[src/rtl/cfg_ldr.sv]
// Configuration-word loader: streams words into a shadow bank addressed by cfg_cnt's
// pointer, then commits the whole bank to cfg_out once the datapath is idle.
module cfg_ldr #(
   parameter int DATA_W   = 32,
   parameter int MAX_CNT  = 3,
   parameter int SIZE_PTR = 2
) (
   input  logic                          clk,
   input  logic                          reset_n,
   input  logic [DATA_W-1:0]             cfg_data,
   input  logic                          cfg_valid,
   output logic                          cfg_ready,
   output logic                          go,
   input  logic [SIZE_PTR-1:0]           pointer,
   input  logic                          endldcr,
   input  logic                          dp_idle,
   output logic [(MAX_CNT+1)*DATA_W-1:0] cfg_out,
   output logic                          cfg_upd,
   output logic                          busy,
   output logic                          sync_err
);

   localparam int NW = MAX_CNT + 1;

   typedef enum logic [1:0] {
      IDLE      = 2'd0,
      LOAD      = 2'd1,
      WAIT_IDLE = 2'd2
   } state_t;

   state_t                  state_q;
   logic [DATA_W-1:0]       shadow_q [NW];
   logic [NW*DATA_W-1:0]    cfg_out_q;
   logic                    cfg_upd_q;
   logic                    sync_err_q;
   logic                    acc;

   // go is a pure decode of state and cfg_valid, so the pointer feedback never loops back
   assign cfg_ready = (state_q != WAIT_IDLE);
   assign acc       = cfg_valid & cfg_ready;
   assign go        = acc;
   assign busy      = (state_q != IDLE);
   assign cfg_out   = cfg_out_q;
   assign cfg_upd   = cfg_upd_q;
   assign sync_err  = sync_err_q;

   // Frame FSM, shadow bank capture and atomic commit to the active bank
   always_ff @(posedge clk or negedge reset_n) begin
      if (!reset_n) begin
         state_q    <= IDLE;
         cfg_out_q  <= {(NW*DATA_W){1'b0}};
         cfg_upd_q  <= 1'b0;
         sync_err_q <= 1'b0;
         for (int k = 0; k < NW; k++) begin
            shadow_q[k] <= {DATA_W{1'b0}};
         end
      end else begin
         cfg_upd_q <= 1'b0;
         if (acc) begin
            for (int k = 0; k < NW; k++) begin
               if (pointer == SIZE_PTR'(k)) begin
                  shadow_q[k] <= cfg_data;
               end
            end
         end
         case (state_q)
            IDLE: begin
               if (acc) begin
                  if (pointer != {SIZE_PTR{1'b0}}) begin
                     sync_err_q <= 1'b1;
                  end
                  state_q <= endldcr ? WAIT_IDLE : LOAD;
               end else begin
                  state_q <= IDLE;
               end
            end
            LOAD: begin
               if (acc && endldcr) begin
                  state_q <= WAIT_IDLE;
               end else begin
                  state_q <= LOAD;
               end
            end
            WAIT_IDLE: begin
               if (dp_idle) begin
                  for (int k = 0; k < NW; k++) begin
                     cfg_out_q[k*DATA_W +: DATA_W] <= shadow_q[k];
                  end
                  cfg_upd_q <= 1'b1;
                  state_q   <= IDLE;
               end else begin
                  state_q <= WAIT_IDLE;
               end
            end
            default: begin
               state_q <= IDLE;
            end
         endcase
      end
   end

endmodule

[config.mk]
export PLATFORM = sky130hd
export DESIGN_NAME = cfg_ldr
export DESIGN_NICKNAME = d
export VERILOG_FILES = /design/src/rtl/cfg_ldr.sv
export SDC_FILE = /design/constraint.sdc
export NUM_CORES = 1
export LEC_CHECK = 0
export BUFFER_PORTS_ARGS = -buffer_cell sky130_fd_sc_hd__buf_4
export CORE_UTILIZATION = 40
export DETAILED_ROUTE_END_ITERATION = 8
export SYNTH_ARGS = -nofsm -noshare
export SYNTH_HDL_FRONTEND = slang
export SYNTH_SLANG_ARGS = --single-unit
[constraint.sdc]
create_clock -name clk -period 2.65 [get_ports clk]
set_clock_uncertainty 0.2 [all_clocks]
set_input_delay 0.3975 -clock clk [delete_from_list [all_inputs] [get_ports clk]]
set_output_delay 0.3975 -clock clk [all_outputs]
set_load 0.01 [all_outputs]
==> metrics, run 1 <==
top-level I/O count 172; hpwl dp between 10 and 15 mm; largest net degree at the start of global routing 73; RSZ-0062 raised after global routing no; Worst EP required 2.05 ns; Initial DRT Pass Iterations 4; syn_nets ~600; clock slew at reported path FFs 0.06 ns; Simple-Gate Fraction of Synth Area 1.16%; clk buf depth 3; row cnt 58; Synth area leader dfrtp_1; global-route wire length before repair about 36 mm; die area 26400 sq um; Die Span X 162 microns; Post-synth ARST share between 90% and 100%; # H-tree levels 1; compound-gate portion of the synthesized area 0.182%; mean routed wirelength per cell about 20 microns; Yosys warnings 0; Worst VDD drop 0.648 mV; worst skew pair latency between 0.5 and 0.6 ns; Synth cell types 22; Gate Count Post-Synth 560; Final Setup Violations 0; max-slew violation total from the final report 0; P per Cell Area 1120 nW/um^2; maxcap violations 0; Port Buf Inserts 171; Adder-Cell Fraction of Synth Area 0%; crit path DAT 1.64 ns; Leak 6.49 nW; share of cells above drive strength 1 about three fifths; Post-synth EDFFs 0; Initial Util 40.8%; sequential area share after synthesis 63.3%; CTS Buf Count 29; vias around 5.5k; drt total wl 22.4 mm; Main synth FF type dfrtp_1; Final Hold Violating Endpoints 0; Worst Tran Pin Value about 0.57 ns; post-route clock period utilization a little over four fifths; final hold slack 0.0987 ns; P&R area growth vs syn 29.2%; total track usage about 17%; share of the synthesized area in the top cell type 63.3%; Remaining Overflow, GRT 0; Root Driver clkbuf_16; largest family of logic cells by synthesized area multiplexers; outcome finished, final reports clean; Max Clk Rate 0.447 GHz; initial antenna violation count 0; post-synthesis mux area share 32.8%; Post-DRT Antenna Nets 0; most frequent cell after synthesis dfrtp_1; DRC Markers 0; Synth top cells by count dfrtp_1, mux2_4, mux2_2; Tmin final 2.24 ns; final core utilization 52.8%; slew margin rel. slightly above 60%; n_diodes 0; DRT iter0 DRCs between 200 and 250; setup TNS 0 ns; area share of xor/xnor cells in the synthesized design 0%; Worst Setup Start Kind flip-flop; Tot Pwr around 15 mW; Nets 830; Synth Area per Inst 18.4 sq um; TritonCTS clock tree done; Yosys reg bits 260; Die Y 162 microns; CP Capture Type primary output; Hold WC Path Type primary input to flip-flop; gp weighted congestion 0.732; vias in the first global route 6218; synth top area cells dfrtp_1, mux2_4, mux2_2, buf_6, mux2_1; Core ar. 25200 sq um; Mapped Area about 10000 sq um; Crit Path Category flip-flop to primary output; clk sinks 260; fin cells 1142; vias per cell 4.77; Post-Place Cells roughly 1.1k; CP max FO 6
==> report_power, final <==
part	internal, mW	total, mW	leakage, nW	switching (mW)
clock network	2.46	4.03	0.492	1.56
registers	5.45	6.40	3.10	0.945
logic	2.86	4.45	2.91	1.59
==> registers in the layout, indices dropped and copies added (netlist names) <==
name,flops
cfg_out,128
state_q,2
shadow_q,128
cfg_upd,1
sync_err,1
==> area by class of cell <==
class | instances | area (sq um)
clock buffers | 38 | 820
clock inverters | 14 | 155
fillers | 2072 | 11900
inverters | 2 | 10.0
multi-input cells | 272 | 3520
flip-flops and latches | 260 | 6510
well taps | 330 | 413
repair buffers | 226 | 1860
==> cells in the final DEF (no fill, tap or decap) <==
cell type	instances
dfrtp_1	260
buf_4	183
mux2_4	130
mux2_2	107
dlygate4sd3_1	37
clkbuf_16	29
mux2_1	19
clkinv_2	9
clkbuf_8	6
buf_12	5
nor2_1	3
clkbuf_1	3
bufinv_16	3
nand2_1	2
and2b_4	1
inv_4	1
and2_1	1
nand2_8	1
inv_2	1
or2_2	1
o22ai_1	1
o21ai_0	1
nand3_2	1
nor3_4	1
nand4b_4	1
nand4_4	1
a21o_1	1
inv_6	1
inv_8	1
buf_8	1
==> cell families after synthesis <==
group / Yosys count
flops: 260
mux: 256
buf+inv: 28
simple gates: 13
compound gates: 3
==> path summary, 6_finish.rpt <==
path                       slack (ns)  depth (start not counted)      endpoint       start
setup / recovery                 0.41                          4            go  state_q[0]
hold / removal                    0.1                          4      sync_err  pointer[0]
hold reg to reg                  0.26                          1      sync_err    sync_err
max in group asynchronous        1.30                          3       cfg_upd     reset_n
min in group asynchronous        0.22                          2   cfg_out[56]     reset_n
setup reg to reg                 0.50                          5  shadow_q[38]  state_q[1]
==> critical path: stages, from the launching register on <==
cell and delay (ns):
dfrtp_1 0.38, and2b_4 0.33, inv_4 0.08, and2_1 0.16, buf_4 0.15
==> routing by layer <==
metal | GRT usage, % | up-vias | part of all wire (%)
li1 | - | 2440 | -
met1 | 23.4 | 2849 | 44
met2 | 29.4 | 132 | 49
met3 | 3.34 | 29 | 4.8
met4 | 3.90 | 0 | 1.5
met5 | 0 | - | 0
==> what timing repair did <==
item / in CTS / in global routing
hold endpoints to repair: 196 / 0
setup buffers: 0 / 0
hold buffers: 37 / 0
gates resized for setup: 0 / 0
==> per-stage QoR <==
step	setup WS (ns)	instance area (sq um)
floorplan	0.906	10300
global placement	0.520	11900
detailed placement	0.487	11900
CTS	0.389	13300
global route	0.346	13300
finish	0.414	13300
Power figures use the tool's default switching activity.
==> run 2: changes to the inputs <==
==> constraint.sdc (replaced) <==
create_clock -name clk -period 2.3 [get_ports clk]
set_clock_uncertainty 0.2 [all_clocks]
set_input_delay 0.345 -clock clk [delete_from_list [all_inputs] [get_ports clk]]
set_output_delay 0.345 -clock clk [all_outputs]
set_load 0.01 [all_outputs]
==> run 2 against run 1 <==
Clock-buffer cell count grew 5. Final area grew 0.24%. Cell count unchanged. Combinational power is 15% higher. Global-route usage down 0.39 points. Register-to-register slack worse by 0.25 ns. Setup slack worse by 0.27 ns. Flip-flop and latch count is the same. Clock power rose by 8.4%. Via count is 0.59% higher. Wire length is 2.7% lower. Hold slack worse by 0.043 ns. Critical path type unchanged.
==> metrics, run 2 (synthesis results as in run 1) <==
placed cell area 12000 sq um (was 11900 sq um); largest net degree at the start of global routing 67 (was 73); Worst VDD drop 0.660 mV (was 0.648 mV); clk sinks 260 (unchanged); maxcap violations 0 (unchanged); commonest non-fill, non-tap cell in the layout dfrtp_1 (unchanged); combinational fraction of design power 30.4% (was 29.9%); CP max FO 6 (unchanged); total internal power 12.3 mW (was 10.8 mW); Nets 833 (was 830); CP bufs+invs 2 (unchanged); DRT iter0 DRCs 214 (was 223); Reg area 6510 sq um (unchanged); hold path start pointer[0] (unchanged); global-route wire length before repair 35.2 mm (was 36.0 mm); DRC Markers 0 (unchanged); Reg2Reg Depth 5 (unchanged); register share of total power 43.7% (was 43.0%); vias 5482 (was 5450); hpwl dp 14.7 mm (was 14.9 mm); top-level I/O count 172 (unchanged); Max stage delay on crit path 0.38 ns (about the same); Worst R2R Start state_q[1] (unchanged); row cnt 58 (unchanged); Clock power frac 26.0% (was 27.1%); area of the multi-input gates 3520 sq um (unchanged); mean routed wirelength per cell 19.1 microns (was 19.6 microns); Leak 6.50 nW (was 6.49 nW); slowest CP cell dfrtp_1 (unchanged); drt total wl 21.8 mm (was 22.4 mm); CTS Buf Count 27 (was 29); Hold Path End sync_err (unchanged); vias per cell 4.80 (was 4.77); worst skew pair latency 0.52 ns (was 0.53 ns); Final Setup Violations 0 (unchanged); Initial Util 40.8% (unchanged); crit path DAT 1.61 ns (was 1.64 ns); Sw Ratio 27.1% (was 27.6%); Root Driver clkbuf_16 (unchanged); Tmin final 2.16 ns; leading cell types in the layout, fill and taps excluded dfrtp_1, buf_4, mux2_4 (unchanged); P&R area growth vs syn 29.5% (was 29.2%); Max Clk Rate roughly 0.46 GHz; Port Buf Inserts 171 (unchanged); TritonCTS clock tree done (unchanged); Hold WC Path Type primary input to flip-flop (unchanged); CP Capture Type primary output (unchanged); gp weighted congestion 0.716 (was 0.732); post-route cell area 13300 sq um (about the same); Remaining Overflow, GRT 0 (unchanged); slew margin rel. 61.6% (was 62.0%); crit-path leading delay family simple AND/OR/NAND/NOR gates (unchanged); Worst Setup Start Kind flip-flop (unchanged); post-route clock period utilization 93.9%; Final Hold Violating Endpoints 0 (unchanged); worst path cell trace and2b_4 > inv_4 > and2_1 > buf_4 (unchanged); Die Y 162 microns (unchanged); Die Span X 162 microns (unchanged); max-slew violation total from the final report 0 (unchanged); clk buf depth 3 (unchanged); P per Cell Area 1260 nW/um^2 (was 1120 nW/um^2); n_diodes 0 (unchanged); total track usage 17.1% (was 17.5%); die area 26400 sq um (unchanged); Crit Path Category flip-flop to primary output (unchanged); Tot Pwr 16.8 mW (was 14.9 mW); clock slew at reported path FFs 0.06 ns (about the same); setup TNS 0 ns (unchanged); RSZ-0062 raised after global routing no (unchanged); share of cells above drive strength 1 59.2% (was 59.6%); Worst Tran Pin Value 0.576 ns (was 0.570 ns); initial antenna violation count 0 (unchanged); Initial DRT Pass Iterations 4 (unchanged); DP Worst Slack 0.243 ns (was 0.487 ns); vias in the first global route 6035 (was 6218); Core ar. 25200 sq um (unchanged); reg-to-reg endpoint shadow_q[12] (was shadow_q[38]); Post-DRT Antenna Nets 0 (unchanged); final worst setup slack 0.141 ns (was 0.414 ns); # H-tree levels 1 (unchanged); CP startpoint state_q[0] (unchanged); Worst EP required 1.75 ns (was 2.05 ns); Switch Pwr 4.56 mW (was 4.10 mW); Resized Gates After CTS 0 (unchanged); outcome finished, final reports clean (unchanged); r2r setup slk 0.25 ns (was 0.50 ns); hold depth 4 (unchanged); Fillers 2070 (was 2072)
==> run 2: cell types whose count changed in the layout (fill, tap and decap cells not counted) <==
cell	delta
buf_12	+5
bufinv_16	-1
clkbuf_1	+3
clkbuf_16	-2
clkbuf_8	+4
clkinv_2	-7
inv_6	-1
inv_8	-1
==> run 2: how the worst max path moves through the flow <==
stage                         endpoint  slack, ns  depth (start not counted)
after floorplan            cfg_out[25]       0.61                          5
after global placement     shadow_q[9]       0.27                          5
after detailed placement  shadow_q[12]       0.24                          5
after CTS                           go       0.11                          4
after global routing                go       0.07                          4
final                               go       0.14                          4
==> run 2: timing repair <==
item | in CTS | in global routing
hold endpoints to repair | 188 | 0
setup buffers | 0 | 0
hold buffers | 37 | 0
==> run 2: metrics by stage <==
| stage | util, % | instances | hold slack [ns] |
|---|---|---|---|
| after floorplan | - | 560 | -0.151 |
| after global placement | 47.8 | 1058 | 0.153 |
| after detailed placement | 47.8 | 1058 | 0.158 |
| after CTS | 52.9 | 1142 | 0.0307 |
| after global routing | 52.9 | 1142 | 0.101 |
| final | 52.9 | 1142 | 0.0560 |
==> run 2: routing by layer <==
layer	track usage [%]	wire [microns]	vias up
li1	-	-	2444
met1	23.1	9700	2880
met2	28.1	10500	130
met3	3.64	1180	28
met4	4.20	385	0
met5	0	0	-
==> run 2: area by class of cell <==
class / count / share of cell area, %
clock buffer: 43 / 6.28
clock inverter: 4 / 0.526
inverter: 2 / 0.0752
multi-input combinational: 272 / 26.4
sequential: 260 / 48.9
tap: 330 / 3.10
timing repair buffer: 231 / 14.7
==> run 2: worst reg2reg max path, cell delays in order (launching register included) <==
cell	delay [ns]
dfrtp_1	0.40
and2b_4	0.22
inv_4	0.11
nand4_4	0.38
buf_12	0.31
mux2_4	0.31
==> run 2: power groups by stage <==
stage / Clock, mW / Combinational, mW / Sequential (mW)
floorplan: 0 / 2.20 / 7.65
global route: 4.71 / 5.47 / 7.56
detailed placement: 0 / 5.13 / 7.41
global placement: 0 / 5.05 / 7.31
CTS: 4.51 / 5.20 / 7.37
finish: 4.37 / 5.11 / 7.35
